## src/rtl/pipeline_trace_buffer_if.sv

```systemverilog
// Bus bundle for pipeline_trace_buffer: capture control, lane samples, readout and status.
// The master modport drives the tracer; the slave modport is the tracer itself.
interface pipeline_trace_buffer_if #(
    parameter int NUM_LANES = 2,
    parameter int CODE_W    = 4,
    parameter int DEPTH     = 16,
    parameter int TS_W      = 16
);
    localparam int AW      = $clog2(DEPTH);
    localparam int ENTRY_W = TS_W + NUM_LANES * (CODE_W + 1);

    logic                        arm;
    logic                        abort;
    logic [NUM_LANES-1:0]        lane_vld;
    logic [NUM_LANES*CODE_W-1:0] lane_code;
    logic [CODE_W-1:0]           trig_code;
    logic [NUM_LANES-1:0]        trig_mask;
    logic                        rd_en;
    logic [AW-1:0]               rd_idx;
    logic [ENTRY_W-1:0]          rd_data;
    logic                        rd_vld;
    logic [1:0]                  state;
    logic [AW:0]                 count;
    logic [AW-1:0]               trig_ptr;
    logic                        overflow;

    modport master (
        output arm, abort, lane_vld, lane_code, trig_code, trig_mask, rd_en, rd_idx,
        input  rd_data, rd_vld, state, count, trig_ptr, overflow
    );

    modport slave (
        input  arm, abort, lane_vld, lane_code, trig_code, trig_mask, rd_en, rd_idx,
        output rd_data, rd_vld, state, count, trig_ptr, overflow
    );
endinterface

```

## src/rtl/pipeline_trace_buffer.sv

```systemverilog
// Circular trace buffer of per-lane pipeline event codes with timestamp, trigger and post-trigger window.
// Optional TRACE_DEDUP_EN: drop samples identical to the last stored entry (trigger entry always kept).
module pipeline_trace_buffer #(
    parameter int NUM_LANES = 2,
    parameter int CODE_W    = 4,
    parameter int DEPTH     = 16,
    parameter int TS_W      = 16,
    parameter int POST_TRIG = 4
) (
    input  logic                   clk,
    input  logic                   rst,
    pipeline_trace_buffer_if.slave bus
);
    localparam int AW       = $clog2(DEPTH);
    localparam int SAMPLE_W = NUM_LANES * (CODE_W + 1);
    localparam int ENTRY_W  = TS_W + SAMPLE_W;
    localparam logic [AW:0] FULL = (AW+1)'(DEPTH);

    typedef enum logic [1:0] {
        S_IDLE  = 2'd0,
        S_ARMED = 2'd1,
        S_POST  = 2'd2,
        S_DONE  = 2'd3
    } state_t;

    state_t             state_q, state_d;
    logic [AW-1:0]      wr_ptr_q, wr_ptr_d;
    logic [AW:0]        count_q, count_d;
    logic [AW-1:0]      trig_ptr_q, trig_ptr_d;
    logic [TS_W-1:0]    ts_q, ts_d;
    logic [AW-1:0]      post_cnt_q, post_cnt_d;
    logic               overflow_q, overflow_d;
    logic [ENTRY_W-1:0] rd_data_q;
    logic               rd_vld_q;

    logic [ENTRY_W-1:0] mem [DEPTH];
    logic [SAMPLE_W-1:0] sample;
    logic               capturing;
    logic               arm_go;
    logic               trig_hit;
    logic               dup;
    logic               wr_en;
    logic [AW-1:0]      rd_addr;
    logic               rd_in_range;

    assign sample    = {bus.lane_code, bus.lane_vld};
    assign capturing = (state_q == S_ARMED) || (state_q == S_POST);
    assign arm_go    = !bus.abort && bus.arm && ((state_q == S_IDLE) || (state_q == S_DONE));

    always_comb begin
        trig_hit = 1'b0;
        for (int i = 0; i < NUM_LANES; i++) begin
            if (bus.lane_vld[i] && bus.trig_mask[i] &&
                (bus.lane_code[i*CODE_W +: CODE_W] == bus.trig_code))
                trig_hit = 1'b1;
        end
        if (state_q != S_ARMED)
            trig_hit = 1'b0;
    end

`ifdef TRACE_DEDUP_EN
    logic [SAMPLE_W-1:0] last_q;
    logic                last_vld_q;

    assign dup = last_vld_q && (sample == last_q);

    always_ff @(posedge clk or posedge rst) begin
        if (rst) begin
            last_q     <= '0;
            last_vld_q <= 1'b0;
        end else if (arm_go) begin
            last_vld_q <= 1'b0;
        end else if (wr_en) begin
            last_q     <= sample;
            last_vld_q <= 1'b1;
        end
    end
`else
    assign dup = 1'b0;
`endif

    // NOTE: every output of this block gets a default first, so no path leaves a value unassigned and no latch is inferred.
    always_comb begin
        state_d    = state_q;
        wr_ptr_d   = wr_ptr_q;
        count_d    = count_q;
        trig_ptr_d = trig_ptr_q;
        ts_d       = ts_q;
        post_cnt_d = post_cnt_q;
        overflow_d = overflow_q;
        wr_en      = 1'b0;

        if (bus.abort) begin
            state_d = S_IDLE;
        end else if (arm_go) begin
            state_d    = S_ARMED;
            wr_ptr_d   = '0;
            count_d    = '0;
            ts_d       = '0;
            overflow_d = 1'b0;
        end else if (capturing) begin
            ts_d = ts_q + 1'b1;
            if (|bus.lane_vld && (trig_hit || !dup)) begin
                wr_en    = 1'b1;
                wr_ptr_d = wr_ptr_q + 1'b1;
                if (count_q == FULL)
                    overflow_d = 1'b1;
                else
                    count_d = count_q + 1'b1;

                if (trig_hit) begin
                    trig_ptr_d = wr_ptr_q;
                    if (POST_TRIG == 0) begin
                        state_d = S_DONE;
                    end else begin
                        state_d    = S_POST;
                        post_cnt_d = AW'(POST_TRIG);
                    end
                end else if (state_q == S_POST) begin
                    post_cnt_d = post_cnt_q - 1'b1;
                    if (post_cnt_q == AW'(1))
                        state_d = S_DONE;
                end
            end
        end
    end

    // NOTE: sequential state uses non-blocking assignments so every register samples pre-edge values.
    always_ff @(posedge clk or posedge rst) begin
        if (rst) begin
            state_q    <= S_IDLE;
            wr_ptr_q   <= '0;
            count_q    <= '0;
            trig_ptr_q <= '0;
            ts_q       <= '0;
            post_cnt_q <= '0;
            overflow_q <= 1'b0;
        end else begin
            state_q    <= state_d;
            wr_ptr_q   <= wr_ptr_d;
            count_q    <= count_d;
            trig_ptr_q <= trig_ptr_d;
            ts_q       <= ts_d;
            post_cnt_q <= post_cnt_d;
            overflow_q <= overflow_d;
        end
    end

    // NOTE: the trace RAM has no reset; count bounds what readout can expose, so stale contents never leak.
    always_ff @(posedge clk) begin
        if (wr_en)
            mem[wr_ptr_q] <= {ts_q, sample};
    end

    // Oldest entry sits count positions behind wr_ptr; a full buffer wraps to wr_ptr itself.
    assign rd_addr     = wr_ptr_q - count_q[AW-1:0] + bus.rd_idx;
    assign rd_in_range = {1'b0, bus.rd_idx} < count_q;

    always_ff @(posedge clk or posedge rst) begin
        if (rst) begin
            rd_data_q <= '0;
            rd_vld_q  <= 1'b0;
        end else begin
            rd_vld_q <= bus.rd_en;
            if (bus.rd_en)
                rd_data_q <= rd_in_range ? mem[rd_addr] : '0;
        end
    end

    assign bus.rd_data  = rd_data_q;
    assign bus.rd_vld   = rd_vld_q;
    assign bus.state    = state_q;
    assign bus.count    = count_q;
    assign bus.trig_ptr = trig_ptr_q;
    assign bus.overflow = overflow_q;
endmodule
```

## src/flat_wrapper.sv

```systemverilog
// flat-port wrapper written by rule: the top's interface ports become plain ports
module pipeline_trace_buffer_flat 
#(
    parameter int NUM_LANES = 2,
    parameter int CODE_W    = 4,
    parameter int DEPTH     = 16,
    parameter int TS_W      = 16,
    parameter int POST_TRIG = 4
)
  (clk, rst, bus_arm, bus_abort, bus_lane_vld, bus_lane_code, bus_trig_code, bus_trig_mask, bus_rd_en, bus_rd_idx, bus_rd_data, bus_rd_vld, bus_state, bus_count, bus_trig_ptr, bus_overflow);
  pipeline_trace_buffer_if #(.NUM_LANES(NUM_LANES), .CODE_W(CODE_W), .DEPTH(DEPTH), .TS_W(TS_W)) bus_i ();
  input  logic clk;
  input  logic rst;
  input wire logic [$bits(bus_i.arm)-1:0] bus_arm;
  input wire logic [$bits(bus_i.abort)-1:0] bus_abort;
  input wire logic [$bits(bus_i.lane_vld)-1:0] bus_lane_vld;
  input wire logic [$bits(bus_i.lane_code)-1:0] bus_lane_code;
  input wire logic [$bits(bus_i.trig_code)-1:0] bus_trig_code;
  input wire logic [$bits(bus_i.trig_mask)-1:0] bus_trig_mask;
  input wire logic [$bits(bus_i.rd_en)-1:0] bus_rd_en;
  input wire logic [$bits(bus_i.rd_idx)-1:0] bus_rd_idx;
  output wire logic [$bits(bus_i.rd_data)-1:0] bus_rd_data;
  output wire logic [$bits(bus_i.rd_vld)-1:0] bus_rd_vld;
  output wire logic [$bits(bus_i.state)-1:0] bus_state;
  output wire logic [$bits(bus_i.count)-1:0] bus_count;
  output wire logic [$bits(bus_i.trig_ptr)-1:0] bus_trig_ptr;
  output wire logic [$bits(bus_i.overflow)-1:0] bus_overflow;
  assign bus_i.arm = bus_arm;
  assign bus_i.abort = bus_abort;
  assign bus_i.lane_vld = bus_lane_vld;
  assign bus_i.lane_code = bus_lane_code;
  assign bus_i.trig_code = bus_trig_code;
  assign bus_i.trig_mask = bus_trig_mask;
  assign bus_i.rd_en = bus_rd_en;
  assign bus_i.rd_idx = bus_rd_idx;
  assign bus_rd_data = bus_i.rd_data;
  assign bus_rd_vld = bus_i.rd_vld;
  assign bus_state = bus_i.state;
  assign bus_count = bus_i.count;
  assign bus_trig_ptr = bus_i.trig_ptr;
  assign bus_overflow = bus_i.overflow;
  pipeline_trace_buffer #(.NUM_LANES(NUM_LANES), .CODE_W(CODE_W), .DEPTH(DEPTH), .TS_W(TS_W), .POST_TRIG(POST_TRIG)) u_core (.clk(clk), .rst(rst), .bus(bus_i));
endmodule
```

## config.mk

```make
export PLATFORM = sky130hd
export DESIGN_NAME = pipeline_trace_buffer_flat
export DESIGN_NICKNAME = d
export VERILOG_FILES = /design/src/rtl/pipeline_trace_buffer_if.sv /design/src/rtl/pipeline_trace_buffer.sv /design/src/flat_wrapper.sv
export SDC_FILE = /design/constraint.sdc
export NUM_CORES = 1
export LEC_CHECK = 0
export BUFFER_PORTS_ARGS = -buffer_cell sky130_fd_sc_hd__buf_2
export CORE_MARGIN = 1
export CORE_UTILIZATION = 66
export CTS_BUF_LIST = sky130_fd_sc_hd__clkbuf_4 sky130_fd_sc_hd__clkbuf_8 sky130_fd_sc_hd__clkbuf_16
export DETAILED_ROUTE_END_ITERATION = 10
export PLACE_DENSITY = 0.81
export SETUP_SLACK_MARGIN = 0.15
export SYNTH_ARGS = -nofsm -noshare
export SYNTH_HDL_FRONTEND = slang
export SYNTH_SLANG_ARGS = --single-unit
```

## constraint.sdc

```tcl
create_clock -name clk -period 6.5 [get_ports clk]
set_input_delay 0.975 -clock clk [delete_from_list [all_inputs] [get_ports clk]]
set_output_delay 0.975 -clock clk [all_outputs]
set_load 0.005 [all_outputs]
```

After elaboration in Yosys (flattened, before gate mapping)
Memory sizes are Yosys's and may differ from the RTL's.
Index checks and enable logic that the tools add are counted.
W data, S select, Z words.

storage, ports and cells
  output and inout port bits = 39
  word-level logic and storage cells = 86
  latch bits = 0
  RAM bits = 416
  bits in registers = 63
  memories = 1
  memory bits (read-only) = 0

operators by class
  equality and inequality tests = 9
  shifts and indexed selects = 0
  reductions and logical operators = 26
  add/sub/neg operators = 6
  muxes and demuxes = 32
  magnitude comparators = 1
  bitwise logic cells = 2
  divide/modulo/power cells = 0
  multiply operators = 0

memories
  memory      words  width  read ports  clocked after Yosys merged registers in  wr ports  RTL line                     source
  u_core.mem  16     26     1           0                                        1         pipeline_trace_buffer.sv:36  logic [ENTRY_W-1:0] mem [DEPTH];

operators by type and width
  kind                     number
  $mux W16                 2
  $mux W26                 1
  $mux W4                  5
  $mux W5                  4
  $add A16 B1 Y16 const B  1
  $mux W2                  7
  $mux W1                  13
  $reduce_and A4 Y1        3
  $reduce_and A5 Y1        2
  $eq A4 B4 Y1             2
  $reduce_bool A2 Y1       4
  $reduce_bool A4 Y1       2
  $logic_and A1 B1 Y1      6
  $reduce_bool A3 Y1       2
  $add A5 B1 Y5 const B    1
  $eq A5 B5 Y1 const B     1
  $lt A4 B5 Y1             1
  $add A4 B1 Y4 const B    1
  $add A4 B4 Y4            1
  $eq A2 B2 Y1 const B     2
  $eq A4 B1 Y1 const B     1
  $ne A2 B1 Y1 const B     2
  $sub A4 B1 Y4 const B    1
  $sub A4 B4 Y4            1
  other kinds (8)          10

Depth between registers and ports, before layout
Gate-level depths: netlist (run 1).

  word-level depth = 10
  mapped depth = 12
  gate-level depth less buffers = 10

Worst setup path after synthesis (run 1)
OpenSTA, ideal clock, no wires.

  kind = in2reg
  from = input port bus_rd_idx[1]
  to = register u_core.rd_data_q[1] (netlist: u_core.bus.rd_data[1])
  stages = 11
  library setup time = 0.135 ns
  buffers on the path = 3
  slack = 2.982 ns
  arrival time = 3.383 ns
  path through = inv_1 fa_1 inv_1 fa_1 clkbuf_1 buf_2 clkbuf_1 mux4_2 mux2i_1 o22a_1 o21ai_0

on the way
  cells in the longest elaborated chain, start to end = 3
  elaborated cells on any way between the ends = 4
  classes of those cells = add/sub: 1; order compare: 1; mux: 1; memory: 1

ends and longest elaborated chain
  element               RTL line                      source
  start, declared       flat_wrapper.sv:21            input wire logic [$bits(bus_i.rd_idx)-1:0] bus_rd_idx;
  $add A4 B4 Y4         pipeline_trace_buffer.sv:156  assign rd_addr = wr_ptr_q - count_q[AW-1:0] + bus.rd_idx;
  $mem_v2 Z16 W26       -
  $mux W26 *            pipeline_trace_buffer.sv:166  rd_data_q <= rd_in_range ? mem[rd_addr] : '0;
  end signal, assigned  pipeline_trace_buffer.sv:166
  end, declared         pipeline_trace_buffer.sv:33   logic [ENTRY_W-1:0] rd_data_q;

Every way passes the cells marked *; elsewhere a longest branch is shown, timed or not.
A chain may end at the register's enable or synchronous reset.

Worst setup path after layout (run 1)
  from = register u_core.wr_ptr_q[0]
  to = register u_core.rd_data_q[19] (netlist: u_core.bus.rd_data[19])

on the way
  cells in the longest elaborated chain, start to end = 4

ends and longest elaborated chain
  element                 RTL line                      source
  start, declared         pipeline_trace_buffer.sv:27   logic [AW-1:0] wr_ptr_q, wr_ptr_d;
  start signal, assigned  pipeline_trace_buffer.sv:140  wr_ptr_q <= wr_ptr_d;
  $sub A4 B4 Y4           pipeline_trace_buffer.sv:156
  $add A4 B4 Y4           pipeline_trace_buffer.sv:156
  $mem_v2 Z16 W26         -
  $mux W26                pipeline_trace_buffer.sv:166

No other way between the ends.

==> summary by stage, run 1 <==
Final layout
After the last flow step, the layout net total stands at 1096. The fraction of layout instances using a drive strength above 1 is 0.262. Measured on the finished design, the core utilization comes to 0.760. The final antenna diode count is 0.

The synthesis-to-finish area growth is 12.2%.

Die
The core region is 28100 sq um. The floorplan step set the die height to 172 um. For this configuration, the core starts out at a cell density of 0.677. Row generation in the floorplan step produced 61 rows.

From left edge to right edge, the die measures roughly 170 um. In this run the count of I/O pins placed on the die edge is 64. The die covers 29500 sq um.

Synthesis
The post-synthesis net count is approximately 1000. After synthesis the netlist holds a flip-flop and latch count of around 480. The number of enable-type register cells in the synthesized netlist is 416. The gate count after technology mapping is 957. The post-synthesis sequential area ratio is 0.740.

Yosys mapped the design onto 46 distinct sky130hd cell types. The Yosys step of the flow raised 0 warnings. The most instantiated flip-flop cell in the synthesis netlist is edfxtp_1. The share of synthesized flip-flops with an asynchronous set or reset is 0.132.

The netlist area before placement is 19000 sq um. After synthesis, the mean cell area works out to 19.9 sq um.

Route
The final layout contains routed wiring with a total length of roughly 43000 um. The first TritonRoute pass finished after 5 iterations. Once detail routing completed, the nets flagged for antenna violations numbered 0. Dividing the detail-routed wire length by the instance count gives 29.0 um. In the routed design, unresolved DRC markers number 0. The routed layout has 9656 vias. The detailed router finished its first iteration with 1397 violations. In the routed layout, each cell is associated on average with a via count of 6.59.

Critical path
The worst setup path is launched from a flip-flop. The type of the worst setup path is flip-flop to flip-flop. The data arrival at the endpoint of the critical path is 4.23 ns. Of all nets on the critical path, the largest fanout is 72. The kind of capture point of the worst setup path is a flip-flop. The worst endpoint required time is 6.87 ns.

STA
For the finished layout, the period the worst path requires is 3.86 ns. At the pin with the least slew margin, the transition time is 1.13 ns. The count of final hold-check violations is 0. The max-slew violation count is 0. The achievable frequency is between 200 and 300 MHz. Of the available clock period, the critical path in the final layout requires 0.594. The final worst clock skew is 0.0136 ns. Setup repair after global routing left no endpoint under its margin. For the final routed database, the setup TNS stands at 0 ns. The total setup violations reported at the end of the flow is 0. The relative slew slack is 0.243.

Pwr
IR analysis of the VDD net gives a maximum drop of between 0.0006 and 0.0007 V. The cell area power density is 457 nW/um^2. The leakage power summed over all cells is 0.00737 uW.

Placement
The total half-perimeter wirelength after legalization and detailed placement is approximately 21000 um. Routability-driven placement finished with a final weighted congestion of 0.740. During placement, the flow inserted port buffers numbering 63.

Min path
The kind of path behind the tightest hold check is flip-flop to flip-flop.

CTS
The post-CTS clock slew at the launch and capture registers of the worst setup and hold paths is ~0.060 ns. The total number of clock tree sinks is 479. The number of gates resized after CTS was 0. The clock tree buffer depth is 3.

Clock tree synthesis inserted a total of between 40 and 50 buffers. The CTS tree is done. The number of hold buffers added after CTS is 0. At the later pin of the worst-skew pair, clock insertion delay measures 0.54 ns. The H-tree was split into 2 levels.

Once the clock tree was built, the setup fixing pass inserted 0 buffers. The cell sitting at the root of the clock tree is a clkbuf_16.

GRT
The via count of the first global-routing pass was between 10000 and 15000. The number of antenna violations at the first check in global routing was 0. The global-route wire length before repair is 62700 um. The overflow left after global routing is 0. The pin count of the biggest net entering global routing is 73.

The overall routing resource usage is 0.305.

Status
The flow ran to the end, and the final reports show no timing, DRC or antenna violations.

Run
Across the run, the number of max-cap violations was 0.
==> registers in the layout (all words and copies together) (netlist names) <==
name	count
u_core.mem	416
u_core.bus.rd_data	26
u_core.ts_q	16
u_core.bus.count	5
u_core.bus.trig_ptr	4
u_core.post_cnt_q	4
u_core.wr_ptr_q	4
u_core.bus.state	2
u_core.bus.overflow	1
u_core.bus.rd_vld	1
==> critical path, stage by stage, from the launching register on <==
cell	delay, ns
dfrtp_1	0.46
inv_1	0.14
ha_1	0.29
inv_1	0.06
ha_4	0.16
fa_4	1.19
buf_12	0.42
mux4_2	0.40
mux2i_1	0.22
o22a_1	0.19
o21ai_0	0.08
==> cells in the mapped netlist, types with 2 or more instances <==
cell type | n | area (sq um)
and4_1 | 2 | 17.5
nor2_1 | 30 | 113
mux2_2 | 5 | 56.3
ha_1 | 18 | 225
and3_1 | 2 | 12.5
nor4_1 | 3 | 18.8
xor2_1 | 20 | 175
nand4_1 | 8 | 50.1
o21ai_0 | 25 | 125
nor2b_1 | 2 | 12.5
nand3_1 | 6 | 30.0
nand2b_1 | 2 | 12.5
mux4_2 | 104 | 2340
a21o_1 | 4 | 30.0
mux2i_1 | 52 | 521
nor3b_1 | 2 | 15.0
o21ai_1 | 5 | 25.0
buf_6 | 5 | 56.3
o211ai_1 | 2 | 15.0
a21oi_1 | 7 | 35.0
fa_1 | 3 | 60.1
clkbuf_1 | 20 | 75.1
xnor2_1 | 13 | 114
nor3_1 | 4 | 20.0
nand2_1 | 14 | 52.6
edfxtp_1 | 416 | 12500
buf_2 | 15 | 75.1
inv_1 | 48 | 180
and2_1 | 16 | 100
o22a_1 | 26 | 228
dfrtp_1 | 63 | 1580
==> cell type report <==
class	count	area (sq um)
flip-flops and latches	479	14100
repair buffers	87	520
clock inverters	23	205
inverters	48	181
multi-input cells	389	4580
clock buffers	61	1310
fillers	1507	6750
well taps	378	473
==> cell usage in the layout, fill, tap and decap left out, types with 3 or more instances in the layout <==
master,count
dfrtp_1,63
o21ai_0,25
bufinv_16,3
buf_4,22
clkinvlp_4,4
mux2i_1,52
buf_2,63
a21o_1,4
nand2_1,14
clkinv_1,5
nand3_1,6
a21oi_1,7
xor2_1,20
clkbuf_16,47
o22a_1,26
and2_1,16
ha_1,17
mux2_2,5
nor3_1,4
nor4_1,3
mux4_2,104
clkbuf_4,9
inv_1,47
clkinv_2,9
o21ai_1,5
nand4_1,8
nor2_1,29
xnor2_1,13
clkbuf_8,5
edfxtp_1,416
==> per-stage QoR <==
step           total power, uW  hold WS, ns  instances  setup slack, ns  area, sq um
3_3_place_gp              7060        0.475       1381             2.25        19800
5_1_grt                  10100        0.521       1465             2.47        21300
6_report                  9750        0.511       1465             2.64        21300
2_1_floorplan             6390        0.473        957             2.98        19000
3_5_place_dp              7130        0.491       1381             2.18        19800
4_1_cts                   9800        0.512       1465             2.66        21300
==> report_power, final <==
group / switching [uW] / leakage, uW / internal [uW]
registers: 92.5 / 0.00449 / 3440
logic: 1830 / 0.00213 / 1740
clock network: 1100 / 0.000751 / 1540
total: 3020 / 0.00737 / 6720
==> metal layers <==
metal  wire length (um)  track usage  up-vias
li1                   -            -     3984
met1              15800        0.413     4962
met2              21200        0.503      592
met3               4000       0.0571      118
met4               1460        0.114        0
met5                  0            0        -
==> kinds of logic (layout without fill, tap and decap cells) <==
group	count (synthesis)	count (layout)	synth area share
AND/OR/NAND/NOR	96	96	0.0259
flip-flops	479	479	0.740
adder cells (fa/ha/maj)	21	21	0.0150
XOR/XNOR	36	36	0.0184
multiplexers	161	161	0.153
AO/OA/AOI/OAI	75	75	0.0268
buffers and inverters	89	219	0.0207
==> final timing paths <==
kind | depth (start not counted) | startpoint | endpoint | slack, ns
min reg2reg | 1 | u_core.bus.trig_ptr[0]$_DFFE_PP0P_ | u_core.bus.trig_ptr[0]$_DFFE_PP0P_ | 0.51
max reg2reg | 10 | u_core.wr_ptr_q[0]$_DFFE_PP0P_ | u_core.bus.rd_data[19]$_DFFE_PP0P_ | 2.64
min | 1 | u_core.bus.trig_ptr[0]$_DFFE_PP0P_ | u_core.bus.trig_ptr[0]$_DFFE_PP0P_ | 0.51
min in group asynchronous | 3 | rst | u_core.bus.count[0]$_DFFE_PP0P_ | 0.77
max | 10 | u_core.wr_ptr_q[0]$_DFFE_PP0P_ | u_core.bus.rd_data[19]$_DFFE_PP0P_ | 2.64
max in group asynchronous | 3 | rst | u_core.ts_q[4]$_DFFE_PP0P_ | 5.09
(Power assumes the default switching activity.)
==> run 2, diff against run 1 <==
CORE_UTILIZATION = 62   (was 66)
PLACE_DENSITY = 0.77   (was 0.81)
clock period = 4.05 ns   (was 6.5 ns; I/O delays follow)
==> summary by stage, run 2 (synthesis gave the netlist of run 1 again) <==
Pwr
The leakage power summed over all cells is 0.00746 uW (+1.3%). The net switching fraction of the power is 0.305 (-0.00488). The maximum VDD drop is 0.000881 V (+31%). The reported net switching power is 4780 uW (+58%). The share of total power in sequential cells is 0.361 (about the same). The clock power share is 0.268 (-0.003).

The power share of the combinational group is 0.371 (+0.004). The internal power summed over all cells is 10900 uW (+62%). The cell area power density was 725 nW/um^2 (+59%).

Final layout
The combined area of the multi-input logic cells was 4600 sq um (+0.44%). The commonest non-fill, non-tap cell in the layout is edfxtp_1. The fraction of layout instances using a drive strength above 1 is 0.278 (+0.0159).

The number of filler cells placed in the layout is 1723 (+14%). The top cell types in the final layout, fill and taps aside, are edfxtp_1, mux4_2, buf_2, dfrtp_1, mux2i_1. The final antenna diode count is 0 (unchanged). Relative to the synthesized area, the layout overhead comes to 13.6%. u_core.mem holds more flip-flops than any other register.

The number of flip-flops under the largest register name is 416 (unchanged). The number of nets at the end of the flow was 1102 (+0.55%). The sequential cell area in the final layout is 14100 sq um (unchanged).

STA
The total setup violations reported at the end of the flow is 0 (unchanged). Setup repair after global routing left no endpoint under its margin. The final worst clock skew is 0.0154 ns (+0.00175 ns).

The final sum of negative setup slack is 0 ns (unchanged). The clock period minus final worst setup slack is 3.38 ns (-0.478 ns). The achievable frequency was 296 MHz (+14%). The post-route clock period utilization was 0.835 (+0.241).

The worst-case hold slack came to 0.263 ns (-0.248 ns). The max-slew violation count came to 0 (unchanged). The count of final hold-check violations came to 0 (unchanged). The transition time at the pin with the least slew margin is 1.01 ns (-0.113 ns).

The relative slew slack is 0.325 (+0.0820).

GRT
The number of antenna violations at the first check in global routing was 0 (unchanged). The global-route wire length before repair was 60800 um (-2.9%). The overflow left after global routing came to 0 (unchanged). The via count of the first global-routing pass is 10000 (-0.99%). The overall routing resource usage is 0.275 (-0.0305). The global-route met1 utilization came to 0.382 (-0.0311). The fraction of met2 tracks used by global routing is 0.440 (-0.0624). The layer flagged by global routing as most heavily used is met2.

The met3 usage came to 0.0578 (+0.000711). The pin count of the biggest net entering global routing was 70 (-4.1%).

CTS
The number of hold buffers added after CTS is 0 (unchanged). The deepest level of the CTS H-tree is 2 (unchanged). The clock buffer count from CTS is 45 (unchanged). The post-CTS setup-driven buffer insertion count is 0 (unchanged). The master cell of the clock root buffer is clkbuf_16. The clock tree buffer depth is 3 (unchanged).

The post-CTS clock slew at the launch and capture registers of the worst setup and hold paths was 0.06 ns (about the same). The total number of clock tree sinks is 479 (unchanged). The CTS tree is done. The clock insertion delay at the later pin of the skew report is 0.55 ns (about the same).

The post-cts repair resize count is 0 (unchanged).

Critical path
The critical path buffer and inverter count came to 3 (unchanged). The maximum fanout encountered on the critical timing path is 69 (-4.2%). The element type at the critical path start is a flip-flop.

In this design, the largest share of critical-path delay is due to adder cells. Traced cell by cell, the critical path runs through inv_1 > fa_1 > inv_1 > fa_4 > buf_12 > mux4_2 > mux2i_1 > o22a_1 > o21ai_0. The type of the worst setup path is flip-flop to flip-flop. The data arrival at the endpoint of the critical path is 3.78 ns (-0.45 ns). The stage delay of the slowest cell on the critical path is 0.80 ns (-0.39 ns).

The cell with the largest stage delay on the worst path is fa_4. STA classifies the critical path endpoint as a flip-flop. The worst endpoint required time is 4.44 ns (-2.43 ns). The most numerous cell type found on the critical path is inv_1.

Route
The iteration count of the initial detailed-routing pass came to 6 (+1). The number of DRC violations after detailed-routing iteration 0 is 1076 (-23%). The post-detailed-route count of antenna-violating nets is 0 (unchanged).

The final wirelength is 40800 um (-4.0%). The via count is 9465 (-2.0%). The routed length per placed instance is 27.5 um (-5.2%).

The DRC violation count after routing was 0 (unchanged). The per-cell via count in the routed design was 6.38 (-3.2%).

Die
The horizontal die dimension is 177 um (+3.1%). The die boundary height came to 177 um (+3.1%). The I/O pin count is 64 (unchanged). The cell row count is 63 (+3.3%). The area of the core is 29900 sq um (+6.4%). The initial standard-cell utilization of the core came to 0.637 (-0.0405).

The die area was 31400 sq um (+6.4%).

Placement
The total half-perimeter wirelength after legalization and detailed placement is 21300 um (+0.76%). The final RePlAce weighted congestion is 0.764 (+3.4%). The number of buffer cells added on primary ports was 63 (unchanged).

Min path
The kind of path behind the tightest hold check is primary input to async pin.

Status
The flow ran to the end, and the final reports show no timing, DRC or antenna violations.

Run
The number of violations of the max-capacitance limit was 0 (unchanged).
==> run 2: cell types whose count changed in the layout (fill, tap and decap cells not counted), sizes merged <==
| cell | delta |
|---|---|
| buf | +6 |
| clkinv | +3 |
| clkinvlp | -3 |
==> run 2: area by class of cell <==
type | instances | share of cell area
clock inverter | 23 | 0.00863
sequential | 479 | 0.651
tap | 390 | 0.0226
multi-input combinational | 389 | 0.213
inverter | 48 | 0.00840
clock buffer | 61 | 0.0608
timing repair buffer | 93 | 0.0354
==> run 2: power by group through the flow <==
| stage | clock, uW | sequential [uW] | combinational (uW) |
|---|---|---|---|
| floorplan | 0 | 5730 | 4530 |
| global placement | 0 | 5750 | 5750 |
| detailed placement | 0 | 5760 | 5840 |
| CTS | 4240 | 5660 | 5890 |
| global route | 4410 | 5680 | 6250 |
| finish | 4190 | 5660 | 5810 |
==> run 2: per-layer routing <==
layer | up-vias | wire length (um) | part of all wire
met2 | 492 | 20300 | 0.50
met1 | 4885 | 15700 | 0.39
met3 | 91 | 3590 | 0.088
li1 | 3997 | - | -
met5 | - | 0 | 0
met4 | 0 | 1180 | 0.029
==> run 2: final timing paths <==
| kind | slack (ns) | from | end | cells past startpoint |
|---|---|---|---|---|
| worst max-delay path | 0.67 | u_core.wr_ptr_q[1]$_DFFE_PP0P_ | u_core.bus.rd_data[23]$_DFFE_PP0P_ | 9 |
| worst min-delay path | 0.26 | rst | u_core.bus.count[2]$_DFFE_PP0P_ | 2 |
| worst max register to register | 0.67 | u_core.wr_ptr_q[1]$_DFFE_PP0P_ | u_core.bus.rd_data[23]$_DFFE_PP0P_ | 9 |
| worst min register to register | 0.50 | u_core.bus.trig_ptr[1]$_DFFE_PP0P_ | u_core.bus.trig_ptr[1]$_DFFE_PP0P_ | 1 |
| max in group asynchronous | 2.93 | rst | u_core.ts_q[6]$_DFFE_PP0P_ | 3 |
| min in group clk | 0.32 | bus_arm | u_core.bus.state[1]$_DFFE_PP0P_ | 2 |
==> run 2: through the flow <==
step                      utilization  worst slack [ns]  total power [uW]  instance area [sq um]  std cells
after floorplan                     -             0.900             10300                  19000        957
after global placement          0.673             0.554             11500                  20100       1399
after detailed placement        0.673             0.504             11600                  20100       1399
after CTS                       0.723             0.650             15800                  21600       1483
after global routing            0.723             0.546             16300                  21600       1483
final                           0.723             0.668             15700                  21600       1483
==> run 2: worst reg2reg max path, cell delays in order (launching register included) <==
cell,delay (ns)
dfrtp_1,0.47
inv_1,0.14
fa_1,0.49
inv_1,0.06
fa_4,0.80
buf_12,0.35
mux4_2,0.43
mux2i_1,0.20
o22a_1,0.19
o21ai_0,0.11
==> run 3, diff against run 2 <==
ABC_AREA = 1   (was unset)
clock period = 3.5 ns   (was 4.05 ns; I/O delays follow)
==> summary by stage, run 3 <==
Synthesis
The top cell type's share of synthesized area is 0.631 (-0.0261). The mean instance size in the synthesized netlist was 11.6 sq um (-42%). The post-synthesis net count came to 1753 (+75%). The commonest cells after synthesis are edfxtp_1, nand2_1, nor2_1, o21ai_0, nand3_1. The count of warnings emitted by yosys is 0 (unchanged). The netlist area before placement came to 19800 sq um (+4.1%). The register bit total from synthesis was 479 (unchanged). The share of synthesized flip-flops with an asynchronous set or reset is 0.132 (unchanged).

The gate count after technology mapping is 1707 (+78%). The leading cell type by number of instances after synthesis is edfxtp_1. The post-synthesis sequential area ratio was 0.710 (-0.0294). After synthesis, the cell types taking the most area are edfxtp_1, dfrtp_1, nand2_1. The number of enable-type register cells in the synthesized netlist is 416 (unchanged). The cell type with the largest total area after synthesis is edfxtp_1.

The number of unique standard cell types used by synthesis is 39 (-15%). Among all flip-flop cells after synthesis, the most frequent one is edfxtp_1.

GRT
The via count of the first global-routing pass was 13500 (+35%). The number of antenna violations at the first check in global routing is 0 (unchanged). The global-route wire length before repair is 76800 um (+26%). The overflow left after global routing is 0 (unchanged). The overall routing resource usage is 0.315 (+0.0402).

The pin count of the biggest net entering global routing is 209 (+200%).

CTS
The master cell of the clock root buffer is clkbuf_16. The clock buffer count from CTS is 48 (+6.7%). The deepest level of the CTS H-tree is 2 (unchanged). The clock tree buffer depth came to 3 (unchanged).

The total number of clock tree sinks came to 479 (unchanged). The CTS tree is done. The post-CTS clock slew at the launch and capture registers of the worst setup and hold paths came to 0.06 ns (about the same).

The clock insertion delay at the later pin of the skew report is 0.55 ns (about the same).

Status
The run finished with clean final reports.

Route
The via count was 13800 (+46%). The DRC violation count after routing was 0 (unchanged). The per-cell via count in the routed design is 6.24 (-2.3%). The routed length per placed instance is 23.0 um (-16%).

The iteration count of the initial detailed-routing pass is 6 (unchanged). The final wirelength is 51000 um (+25%). The post-detailed-route count of antenna-violating nets came to 0 (unchanged). The number of DRC violations after detailed-routing iteration 0 was 1853 (+72%).

Critical path
The element type at the critical path start is a flip-flop. The type of the worst setup path is flip-flop to flip-flop. STA classifies the critical path endpoint as a flip-flop. The maximum fanout encountered on the critical timing path came to 37 (-46%). The worst endpoint required time was 3.94 ns (-0.50 ns). The data arrival at the endpoint of the critical path is 3.69 ns (-0.09 ns).

Final layout
The synthesis-to-finish area growth is 14.4%. The combined area of the multi-input logic cells is 5150 sq um (+12%). More flip-flops sit in one register than any other, and that register is u_core.mem. The number of flip-flops under the largest register name is 416 (unchanged).

The number of nets at the end of the flow is 1822 (+65%). The library cell used most frequently in the layout, excluding fill and tap cells, is edfxtp_1. The fraction of layout instances using a drive strength above 1 is 0.130 (-0.149).

In the layout the commonest cells are edfxtp_1, nand2_1, nor2_1. The final antenna diode count is 0 (unchanged). The number of filler cells placed in the layout is 2035 (+18%).

The sequential cell area in the final layout came to 14100 sq um (unchanged).

STA
The relative slew slack is 0.118 (-0.207). The final sum of negative setup slack is 0 ns (unchanged). The max-slew violation count came to 0 (unchanged). The clock period minus final worst setup slack is 3.25 ns (-0.133 ns). The final worst clock skew is 0.0112 ns (-0.00412 ns). The transition time at the pin with the least slew margin is 1.32 ns (+0.311 ns). The achievable frequency is 308 MHz (+4.1%). The post-route clock period utilization is 0.928 (+0.0932). The total setup violations reported at the end of the flow was 0 (unchanged). The count of final hold-check violations was 0 (unchanged). Setup repair after global routing could not meet its margin everywhere.

Die
The area of the core is 31500 sq um (+5.4%). The I/O pin count is 64 (unchanged). The initial standard-cell utilization of the core is 0.629 (-0.00730). The die boundary height is 181 um (+2.0%). The die area came to 32700 sq um (+4.1%). The horizontal die dimension is 181 um (+2.0%).

The cell row count is 65 (+3.2%).

Placement
The total half-perimeter wirelength after legalization and detailed placement is 26400 um (+24%). The final RePlAce weighted congestion is 0.873 (+14%). The number of buffer cells added on primary ports is 63 (unchanged).

Min path
The worst hold path belongs to the class primary input to flip-flop.

Run
The number of violations of the max-capacitance limit is 0 (unchanged).
-- run 3: changes by cell type after synthesis, sizes merged, moves of 25 or more --
cell,change
o22a,-26
mux4,-104
mux2i,-52
nand3,+145
o21ai,+177
a21oi,+57
nand2,+355
o22ai,+25
nor2,+178
buf,+47
-- run 3: per-stage QoR --
step                      instance area [sq um]  std cells  utilization  hold slack, ns  worst slack (ns)
final                                     22700       2216        0.720          0.0929             0.251
after global routing                      22700       2216        0.720          0.0839             0.142
after floorplan                           19800       1707            -           0.465             0.619
after detailed placement                  20900       2124        0.662           0.440             0.228
after CTS                                 22600       2213        0.718          0.0748             0.256
after global placement                    20900       2124        0.662           0.438             0.310
-- run 3: cell type report --
type                       instances  share of cell area
sequential                       479               0.621
multi-input combinational       1077               0.227
clock buffer                      62              0.0601
timing repair buffer             109              0.0421
tap                              402              0.0222
clock inverter                    26              0.0171
inverter                          61              0.0104
-- run 3: repair_timing --
item | 4_1_cts | 5_1_grt
endpoints found under the hold margin | 5 | 0
gates resized for setup | 0 | 4
endpoints found under the setup margin | 0 | 11
hold buffers | 1 | 0
setup buffers | 0 | 2
-- run 3: logic make-up after synthesis --
group	count (synthesis)	share of synthesized area
flip-flops	479	0.710
buffers and inverters	151	0.0366
AO/OA/AOI/OAI	307	0.0809
adder cells (fa/ha/maj)	21	0.0144
AND/OR/NAND/NOR	745	0.155
XOR/XNOR	4	0.00272
-- run 3: worst paths after layout --
| kind | startpoint | end | slack [ns] | cells after the start |
|---|---|---|---|---|
| setup / recovery | u_core.bus.count[1]$_DFFE_PP0P_ | u_core.bus.rd_data[7]$_DFFE_PP0P_ | 0.25 | 10 |
| hold / removal | bus_rd_en | u_core.bus.rd_vld$_DFF_PP0_ | 0.09 | 1 |
| setup reg to reg | u_core.bus.count[1]$_DFFE_PP0P_ | u_core.bus.rd_data[7]$_DFFE_PP0P_ | 0.25 | 10 |
| hold reg to reg | u_core.bus.rd_data[17]$_DFFE_PP0P_ | u_core.bus.rd_data[17]$_DFFE_PP0P_ | 0.48 | 2 |
| max in group asynchronous | rst | u_core.bus.rd_data[4]$_DFFE_PP0P_ | 1.85 | 4 |
| min in group asynchronous | rst | u_core.bus.rd_data[13]$_DFFE_PP0P_ | 0.42 | 3 |
-- run 3: per-layer routing --
metal | track usage | part of all wire | vias up
met1 | 0.427 | 0.38 | 6601
met5 | 0 | 0 | -
met2 | 0.510 | 0.47 | 912
li1 | - | - | 6145
met3 | 0.0589 | 0.11 | 166
met4 | 0.123 | 0.037 | 0
-- run 3: worst max-delay path, stage by stage (launching register included) --
cell and delay, ns:
dfrtp_1 0.46, fa_1 0.57, inv_1 0.08, fa_4 0.96, buf_4 0.20, clkbuf_16 0.26, nand3_1 0.11, a21oi_1 0.18
o21ai_1 0.12, nand3_1 0.11, nand2_1 0.06
Power of run 3 is not shown: default switching activity piles up to over one toggle a cycle in this logic, so the estimate is an artifact.
